### config.mk
export PLATFORM = sky130hd
export DESIGN_NAME = noc_egress_credit_buffer_flat
export DESIGN_NICKNAME = d
export VERILOG_FILES = /design/src/rtl/noc_egress_credit_buffer_if.sv /design/src/rtl/noc_egress_credit_buffer.sv /design/src/flat_wrapper.sv
export SDC_FILE = /design/constraint.sdc
export NUM_CORES = 1
export LEC_CHECK = 0
export BUFFER_PORTS_ARGS = -buffer_cell sky130_fd_sc_hd__buf_2
export CAP_MARGIN = 20
export CORE_MARGIN = 3
export CORE_UTILIZATION = 54
export CTS_CLUSTER_DIAMETER = 100
export DETAILED_ROUTE_END_ITERATION = 6
export PLACE_DENSITY = 0.75
export SYNTH_ARGS = -nofsm -noshare
export SYNTH_HDL_FRONTEND = slang
export SYNTH_SLANG_ARGS = --single-unit
### constraint.sdc
create_clock -name clk -period 3.4 [get_ports clk]
set_input_delay 0.17 -clock clk [delete_from_list [all_inputs] [get_ports clk]]
set_output_delay 0.17 -clock clk [all_outputs]
set_load 0.01 [all_outputs]
### src/rtl/noc_egress_credit_buffer_if.sv
// Flit handshake between the node splitter, the egress buffer and the router local input.
// The master side presents flits and returns credits; the slave side buffers and forwards.
interface noc_egress_credit_buffer_if #(
    parameter int FLIT_W = 26
);
    logic [FLIT_W-1:0] node_flit_in;
    logic              node_accept;
    logic [FLIT_W-1:0] router_flit_out;
    logic              credit_in;

    modport master (
        output node_flit_in,
        output credit_in,
        input  node_accept,
        input  router_flit_out
    );

    modport slave (
        input  node_flit_in,
        input  credit_in,
        output node_accept,
        output router_flit_out
    );
endinterface

### src/rtl/noc_egress_credit_buffer.sv
// Egress FIFO between a node splitter and the router local port, released under
// credit-based flow control, with sticky drop and credit-protocol error flags.
module noc_egress_credit_buffer #(
    parameter int NODE_COUNT      = 9,
    parameter int PACKET_ID_WIDTH = 5,
    parameter int FIFO_DEPTH      = 8,
    parameter int CREDITS         = 4,
    localparam int FLIT_W = 1 + 2*$clog2(NODE_COUNT) + 8 + PACKET_ID_WIDTH + 4,
    localparam int CNT_W  = $clog2(FIFO_DEPTH+1),
    localparam int CRD_W  = $clog2(CREDITS+1)
) (
    input  logic                     clk,
    input  logic                     rst_n,
    noc_egress_credit_buffer_if.slave bus,
    output logic [CNT_W-1:0]         fifo_count,
    output logic [CRD_W-1:0]         credit_count,
    output logic                     drop_err,
    output logic                     credit_err
);
    localparam int PTR_W = $clog2(FIFO_DEPTH);
    localparam logic [CNT_W-1:0] depthMax  = CNT_W'(FIFO_DEPTH);
    localparam logic [CRD_W-1:0] creditMax = CRD_W'(CREDITS);

    logic [FLIT_W-1:0] mem [FIFO_DEPTH];
    logic [PTR_W-1:0]  wrPtr;
    logic [PTR_W-1:0]  rdPtr;
    logic [CNT_W-1:0]  countNext;
    logic              flitValid;
    logic              isFull;
    logic              doWrite;
    logic              doSend;

    // Full and send decisions use registered state only, so a read in the
    // same cycle never frees a slot for the incoming flit.
    always_comb begin
        flitValid = bus.node_flit_in[FLIT_W-1];
        isFull    = (fifo_count == depthMax);
        doWrite   = flitValid && !isFull;
        doSend    = (fifo_count != '0) && (credit_count != '0);
        countNext = fifo_count;
        if (doWrite && !doSend) begin
            countNext = fifo_count + 1'b1;
        end else if (!doWrite && doSend) begin
            countNext = fifo_count - 1'b1;
        end
    end

    always_ff @(posedge clk) begin
        if (doWrite) begin
            mem[wrPtr] <= bus.node_flit_in;
        end
    end

    always_ff @(posedge clk or negedge rst_n) begin
        if (!rst_n) begin
            wrPtr               <= '0;
            rdPtr               <= '0;
            fifo_count          <= '0;
            credit_count        <= creditMax;
            bus.router_flit_out <= '0;
            bus.node_accept     <= 1'b1;
            drop_err            <= 1'b0;
            credit_err          <= 1'b0;
        end else begin
            if (doWrite) begin
                wrPtr <= wrPtr + 1'b1;
            end
            if (doSend) begin
                rdPtr <= rdPtr + 1'b1;
            end
            fifo_count          <= countNext;
            bus.node_accept     <= (countNext != depthMax);
            bus.router_flit_out <= doSend ? mem[rdPtr] : '0;
            if (flitValid && isFull) begin
                drop_err <= 1'b1;
            end
            // A returned credit coinciding with a send nets to zero and is legal at the maximum.
            case ({doSend, bus.credit_in})
                2'b10: credit_count <= credit_count - 1'b1;
                2'b01: begin
                    if (credit_count == creditMax) begin
                        credit_err <= 1'b1;
                    end else begin
                        credit_count <= credit_count + 1'b1;
                    end
                end
                default: ;
            endcase
        end
    end
endmodule
### src/flat_wrapper.sv
// flat-port wrapper written by rule: the top's interface ports become plain ports
module noc_egress_credit_buffer_flat 
#(
    parameter int NODE_COUNT      = 9,
    parameter int PACKET_ID_WIDTH = 5,
    parameter int FIFO_DEPTH      = 8,
    parameter int CREDITS         = 4,
    localparam int FLIT_W = 1 + 2*$clog2(NODE_COUNT) + 8 + PACKET_ID_WIDTH + 4,
    localparam int CNT_W  = $clog2(FIFO_DEPTH+1),
    localparam int CRD_W  = $clog2(CREDITS+1)
)
  (clk, rst_n, fifo_count, credit_count, drop_err, credit_err, bus_node_flit_in, bus_credit_in, bus_node_accept, bus_router_flit_out);
  noc_egress_credit_buffer_if bus_i ();
  input  logic clk;
  input  logic rst_n;
  output logic [CNT_W-1:0] fifo_count;
  output logic [CRD_W-1:0] credit_count;
  output logic drop_err;
  output logic credit_err;
  input wire logic [$bits(bus_i.node_flit_in)-1:0] bus_node_flit_in;
  input wire logic [$bits(bus_i.credit_in)-1:0] bus_credit_in;
  output wire logic [$bits(bus_i.node_accept)-1:0] bus_node_accept;
  output wire logic [$bits(bus_i.router_flit_out)-1:0] bus_router_flit_out;
  assign bus_i.node_flit_in = bus_node_flit_in;
  assign bus_i.credit_in = bus_credit_in;
  assign bus_node_accept = bus_i.node_accept;
  assign bus_router_flit_out = bus_i.router_flit_out;
  noc_egress_credit_buffer #(.NODE_COUNT(NODE_COUNT), .PACKET_ID_WIDTH(PACKET_ID_WIDTH), .FIFO_DEPTH(FIFO_DEPTH), .CREDITS(CREDITS)) u_core (.clk(clk), .rst_n(rst_n), .bus(bus_i), .fifo_count(fifo_count), .credit_count(credit_count), .drop_err(drop_err), .credit_err(credit_err));
endmodule
# --- Yosys cells after proc, flatten, opt, wreduce, memory -nomap -nowiden ---
# Memory sizes are Yosys's and may differ from the RTL's.
# Cells that the tools add are included.
totals:
  reg_bits: 42
  mem_bits_rw: 208
  inputBits: 29
  out_inout_bits: 36
  wordCells: 41
  memories: 1
mem_list:
  columns: ["name", "words", "width", "rd", "rd_ports_with_merged_regs", "wr", "line_no", "text"]
  rows:
  - ["u_core.mem", 8, 26, 1, 0, 1, "noc_egress_credit_buffer.sv:24", "logic [FLIT_W-1:0] mem [FIFO_DEPTH];"]
classes:
  n_addsub: 6
  n_eq_ne: 6
  mux: 7
  n_reduce_logical: 13
ops:
  columns: ["cell", "n"]
  rows:
  - ["$mux 26", 1]
  - ["$add 3x1->3 const B", 3]
  - ["$mux 4", 2]
  - ["$pmux 3 s2", 1]
  - ["$logic_and 1x1->1", 5]
  - ["$add 4x1->4 const B", 1]
  - ["$eq 4x4->1 const B", 1]
  - ["$ne 4x4->1 const B", 1]
  - ["$reduce_and 2->1", 2]
  - ["$reduce_bool 4->1", 1]
  - ["$sub 4x1->4 const B", 1]
  - ["$eq 3x3->1 const B", 1]
  - ["$logic_not 1->1", 3]
  - ["$mux 3", 1]
  - ["$reduce_bool 3->1", 1]
  - ["$sub 3x1->3 const B", 1]
  - ["$eq 2x1->1 const B", 1]
  - ["$eq 2x2->1 const B", 1]
  - ["$mux 1", 2]
  - ["$ne 2x2->1 const B", 1]
  - ["$reduce_bool 2->1", 1]

# --- Logic depth before layout (Yosys ltp) ---
depth:
  ltp_word: 8
  depth_mapped: 11

# --- Least setup slack after synthesis ---
# Ideal clock, no wire load.
synth_timing:
  path_type: "register to register"
  startpoint: "reg u_core.fifo_count[0]"
  endpoint: "mem u_core.mem[0][0], enable pin"
  setup_ps: 442
  arrival_time_ps: 3157
  required_time_ps: 2958
  path_slack_ps: -198
  stages_incl_launch_ff: 8
  cell_sequence: "dfrtp_1 -> inv_1 -> ha_1 -> nand3b_1 -> and2_1 -> clkbuf_1 -> nand2b_1 -> nor3_1"
synth_between:
  elab_chain_len: 5
synth_lines:
  columns: ["item", "line_no", "text"]
  rows:
  - ["start: declaration", "noc_egress_credit_buffer.sv:15", "output logic [CNT_W-1:0] fifo_count,"]
  - ["start signal: assignment", "noc_egress_credit_buffer.sv:71", "fifo_count <= countNext;"]
  - ["$eq 4x4->1", "noc_egress_credit_buffer.sv:37", "isFull = (fifo_count == depthMax);"]
  - ["$logic_not 1->1", "noc_egress_credit_buffer.sv:38", "doWrite = flitValid && !isFull;"]
  - ["$logic_and 1x1->1", "noc_egress_credit_buffer.sv:38", null]
  - ["$mux 1", "noc_egress_credit_buffer.sv:49", "if (doWrite) begin"]
  - ["$mux 1 (implied by the code)", "noc_egress_credit_buffer.sv:50", "mem[wrPtr] <= bus.node_flit_in;"]
  - ["end: declaration", "noc_egress_credit_buffer.sv:24", null]
# No other way between the ends.

# --- Final worst setup path ---
layout_timing:
  startpoint: "reg u_core.fifo_count[0]"
  endpoint: "reg u_core.credit_count[2]"
layout_between:
  elab_chain_len: 5
  word_cells_on_any_way: 8
  cone_classes: "eq/ne: 3; mux: 1; reduce/logical: 4"
layout_lines:
  columns: ["item", "line_no", "text"]
  rows:
  - ["$reduce_bool 4->1 *", "noc_egress_credit_buffer.sv:39", "doSend = (fifo_count != '0) && (credit_count != '0);"]
  - ["$logic_and 1x1->1 *", "noc_egress_credit_buffer.sv:39", null]
  - ["$eq 2x1->1 or $eq 2x2->1 (tied branches)", "noc_egress_credit_buffer.sv:78", "case ({doSend, bus.credit_in})"]
  - ["$ne 2x2->1 (no source line) or $reduce_bool 2->1 (tied branches)", null, null]
  - ["$reduce_and 2->1 (no source line)", null, null]
  - ["end signal: assignment", "noc_egress_credit_buffer.sv:59", "credit_count <= creditMax;"]
  - ["end signal: assignment", "noc_egress_credit_buffer.sv:79", "2'b10: credit_count <= credit_count - 1'b1;"]
  - ["end signal: assignment", "noc_egress_credit_buffer.sv:84", "credit_count <= credit_count + 1'b1;"]
  - ["end: declaration", "noc_egress_credit_buffer.sv:16", "output logic [CRD_W-1:0] credit_count,"]
# Every way passes the cells marked *; elsewhere a longest branch is shown, timed or not.
# A chain may end at the register's enable or synchronous reset.

==> qor.yml <==
floorplan:
  io_pins: 65
  die_y_um: 138
  initial_core_util: 0.560
  core_area_um2: 16900
  die_area_um2: 19100
  rows: 47
  chipWidth_um: 138
sta:
  maxSlewViolCount: 0
  rsz0062_at_grt: "false"
  final-hold-violation-count: 0
  setup_viol: 0
  tns_ns: 0
  fin_crit_sh: 0.804
  worst_slack_ns: 0.667
  slew_headroom: 0.339
  worst_pin_slew_ns: 0.992
  fin_skew_ns: 0.0116
  timing.final.crit_period_ns: 2.73
  clock.fmax_ghz: 0.366
final_layout:
  antennaDiodeCount: 0
  drive_gt1_frac: 0.329
  nets: 609
  final_area_um2: 11300
  final_util: 0.670
  register_area_um2: 7310
  multi_input_area_um2: 2090
  fillCellCount: 1072
  area_growth_pct: 19.5
synth:
  yosysSeqAreaShare: 0.772
  synth_top_area_frac: 0.661
  synth_top_flop_cell: "edfxtp_1"
  syn_area_um2: 9460
  synth_warnings: 0
  ys_ff_latch: 250
  syn-num-nets: 491
  synthCells: 457
  synth_area_leaders: "edfxtp_1 66%, mux4_2 12%, dfrtp_1 11%, mux2i_1 3.1%, nor2_1 1.4%"
  synth_edf_count: 208
  async_reset_ff_frac: 0.168
  synth_top_area_cell: "edfxtp_1"
  syn_area_per_cell_um2: 20.7
  ys_types: 39
routing:
  wl_per_cell_um: 22.2
  first_pass_iters: 5
  vias: 4659
  remaining_drc_errors: 0
  drt_iter0_markers: 344
  via_per_inst: 5.73
  postRouteAntennaNets: 0
  drt_wl_total_um: 18000
clock_network:
  cts_sinks: 250
  cts_setup_buffers: 0
  ctsRootBufferMaster: "clkbuf_16"
  htree_levels: 1
  cts_tree: "yes"
  cts_resized: 0
  cts.clk_slew.worst_paths_ns: 0.06
  insertion_delay_ns: 0.51
  cts_hold_buf: 26
  clockBufferDepth: 3
  cts_made_buffers: 25
min_path:
  hold_path_class: "input pin to register"
job:
  drv_cap: 0
place:
  io_buffers: 64
  post_dp_cell_area_um2: 10200
  dpl.hpwl_um: 10700
  globalplace.congestion: 0.767
  dp_slack_ns: 0.643
power_and_ir_drop:
  ir_drop_uv: 457
  report.power.total_w: 0.00977
  p_per_area_nw_per_um2: 864
  p_leak_nw: 4.05
global_route:
  grt_pass1_vias: 4999
  antenna_found_initial: 0
  grt-ovfl-total: 0
  track_usage: 0.195
  grt_max_degree: 43
  grt_pass1_wl_um: 28900
critical_path:
  crit_arrival_ns: 3.16
  worstSetupStartpointType: "register"
  cp-end-kind: "register"
  critical_path_peak_fanout: 20
  cp_data_required_time_ns: 3.83
  worstSetupPathType: "register to register"
outcome:
  status: "finished clean"
[Yosys cell counts (all sizes together), types with 5 or more instances]
cell type / number
edfxtp: 208
mux4: 52
dfrtp: 40
nor2: 35
mux2i: 29
clkbuf: 12
nand2: 12
buf: 8
inv: 8
o21ai: 8
nor3: 5
[layout by cell type, fill, tap and decap left out, types with 2 or more instances in the layout]
cell           count
a21oi_1            3
and2_1             2
buf_12             6
buf_2             64
buf_4             15
clkbuf_1           8
clkbuf_16         25
clkbuf_8           6
clkinv_2           4
dfrtp_1           37
dfrtp_2            2
dfstp_2            2
dlygate4sd3_1     26
edfxtp_1         208
ha_1               4
inv_1              8
mux2i_1           29
mux4_2            52
nand2_1           12
nand2b_1           4
nor2_1            29
nor2_2             6
nor3_1             3
nor3_4             2
o21ai_0            6
o21bai_1           2
or4_4              2
xnor2_1            4
[report_power, final]
group          switching (W)  internal [W]  leakage (nW)
Clock                0.00106       0.00156         0.392
Sequential          0.000510       0.00398          2.38
Combinational        0.00132       0.00134          1.27
Total                0.00289       0.00688          4.05
[sequential cells by signal, summed over array words and instances (netlist names)]
| name | flops |
|---|---|
| u_core.mem | 208 |
| u_core.bus.router_flit_out | 26 |
| u_core.fifo_count | 4 |
| u_core.credit_count | 3 |
| u_core.rdPtr | 3 |
| u_core.wrPtr | 3 |
| u_core.bus.node_accept | 1 |
| u_core.credit_err | 1 |
| u_core.drop_err | 1 |
[path summary, 6_finish.rpt]
kind | slack [ns] | cells after the start | from | to
max reg2reg | 0.67 | 10 | u_core.fifo_count[0] | u_core.credit_count[2]
min | 0.04 | 1 | bus_node_flit_in[25] | u_core.mem[5][25]
max | 0.67 | 10 | u_core.fifo_count[0] | u_core.credit_count[2]
min in group asynchronous | 0.11 | 2 | rst_n | u_core.bus.router_flit_out[8]
min reg2reg | 0.48 | 1 | u_core.drop_err | u_core.drop_err
max in group asynchronous | 2.75 | 3 | rst_n | u_core.bus.node_accept
[critical path: stages, from the launching register on]
cell and delay, ns:
dfrtp_1 0.43, inv_1 0.10, ha_1 0.24, nand2b_1 0.12, o21ai_4 0.50, and2_1 0.26
inv_1 0.09, fa_1 0.39, nor3_1 0.27, o21bai_1 0.16, a21oi_1 0.09
[metal layers]
metal / up-vias / GRT usage / wire length [µm] / share of wire
li1: 2052 / - / - / -
met1: 2419 / 0.273 / 7560 / 0.42
met2: 149 / 0.320 / 9010 / 0.50
met3: 39 / 0.0311 / 981 / 0.054
met4: 0 / 0.0603 / 468 / 0.026
met5: - / 0 / 0 / 0
[cells by family (layout without fill, tap and decap cells)]
| logic type | Yosys count | in the layout | synth area share |
|---|---|---|---|
| AOI/OAI and AO/OA | 20 | 20 | 0.0139 |
| xor gates and xnor gates | 5 | 5 | 0.00463 |
| adders and majority gates | 6 | 6 | 0.00847 |
| buffers and inverters | 28 | 164 | 0.0126 |
| DFF | 250 | 250 | 0.772 |
| muxes | 82 | 82 | 0.156 |
| and+or+nand+nor | 66 | 66 | 0.0327 |
[cell type report]
type	instances	area share
multi-input cells	179	0.185
clock inverters	6	0.00476
inverters	8	0.00266
repair buffers	111	0.0720
clock buffers	39	0.0653
well taps	220	0.0244
flip-flops and latches	250	0.646
[per-stage QoR]
| stage | hold WS, ns | std cells |
|---|---|---|
| after floorplan | -0.126 | 457 |
| after global placement | 0.395 | 741 |
| after detailed placement | 0.409 | 741 |
| after CTS | 0.0154 | 812 |
| after global routing | 0.0439 | 813 |
| final | 0.0409 | 813 |
Power figures use the tool's default switching activity.
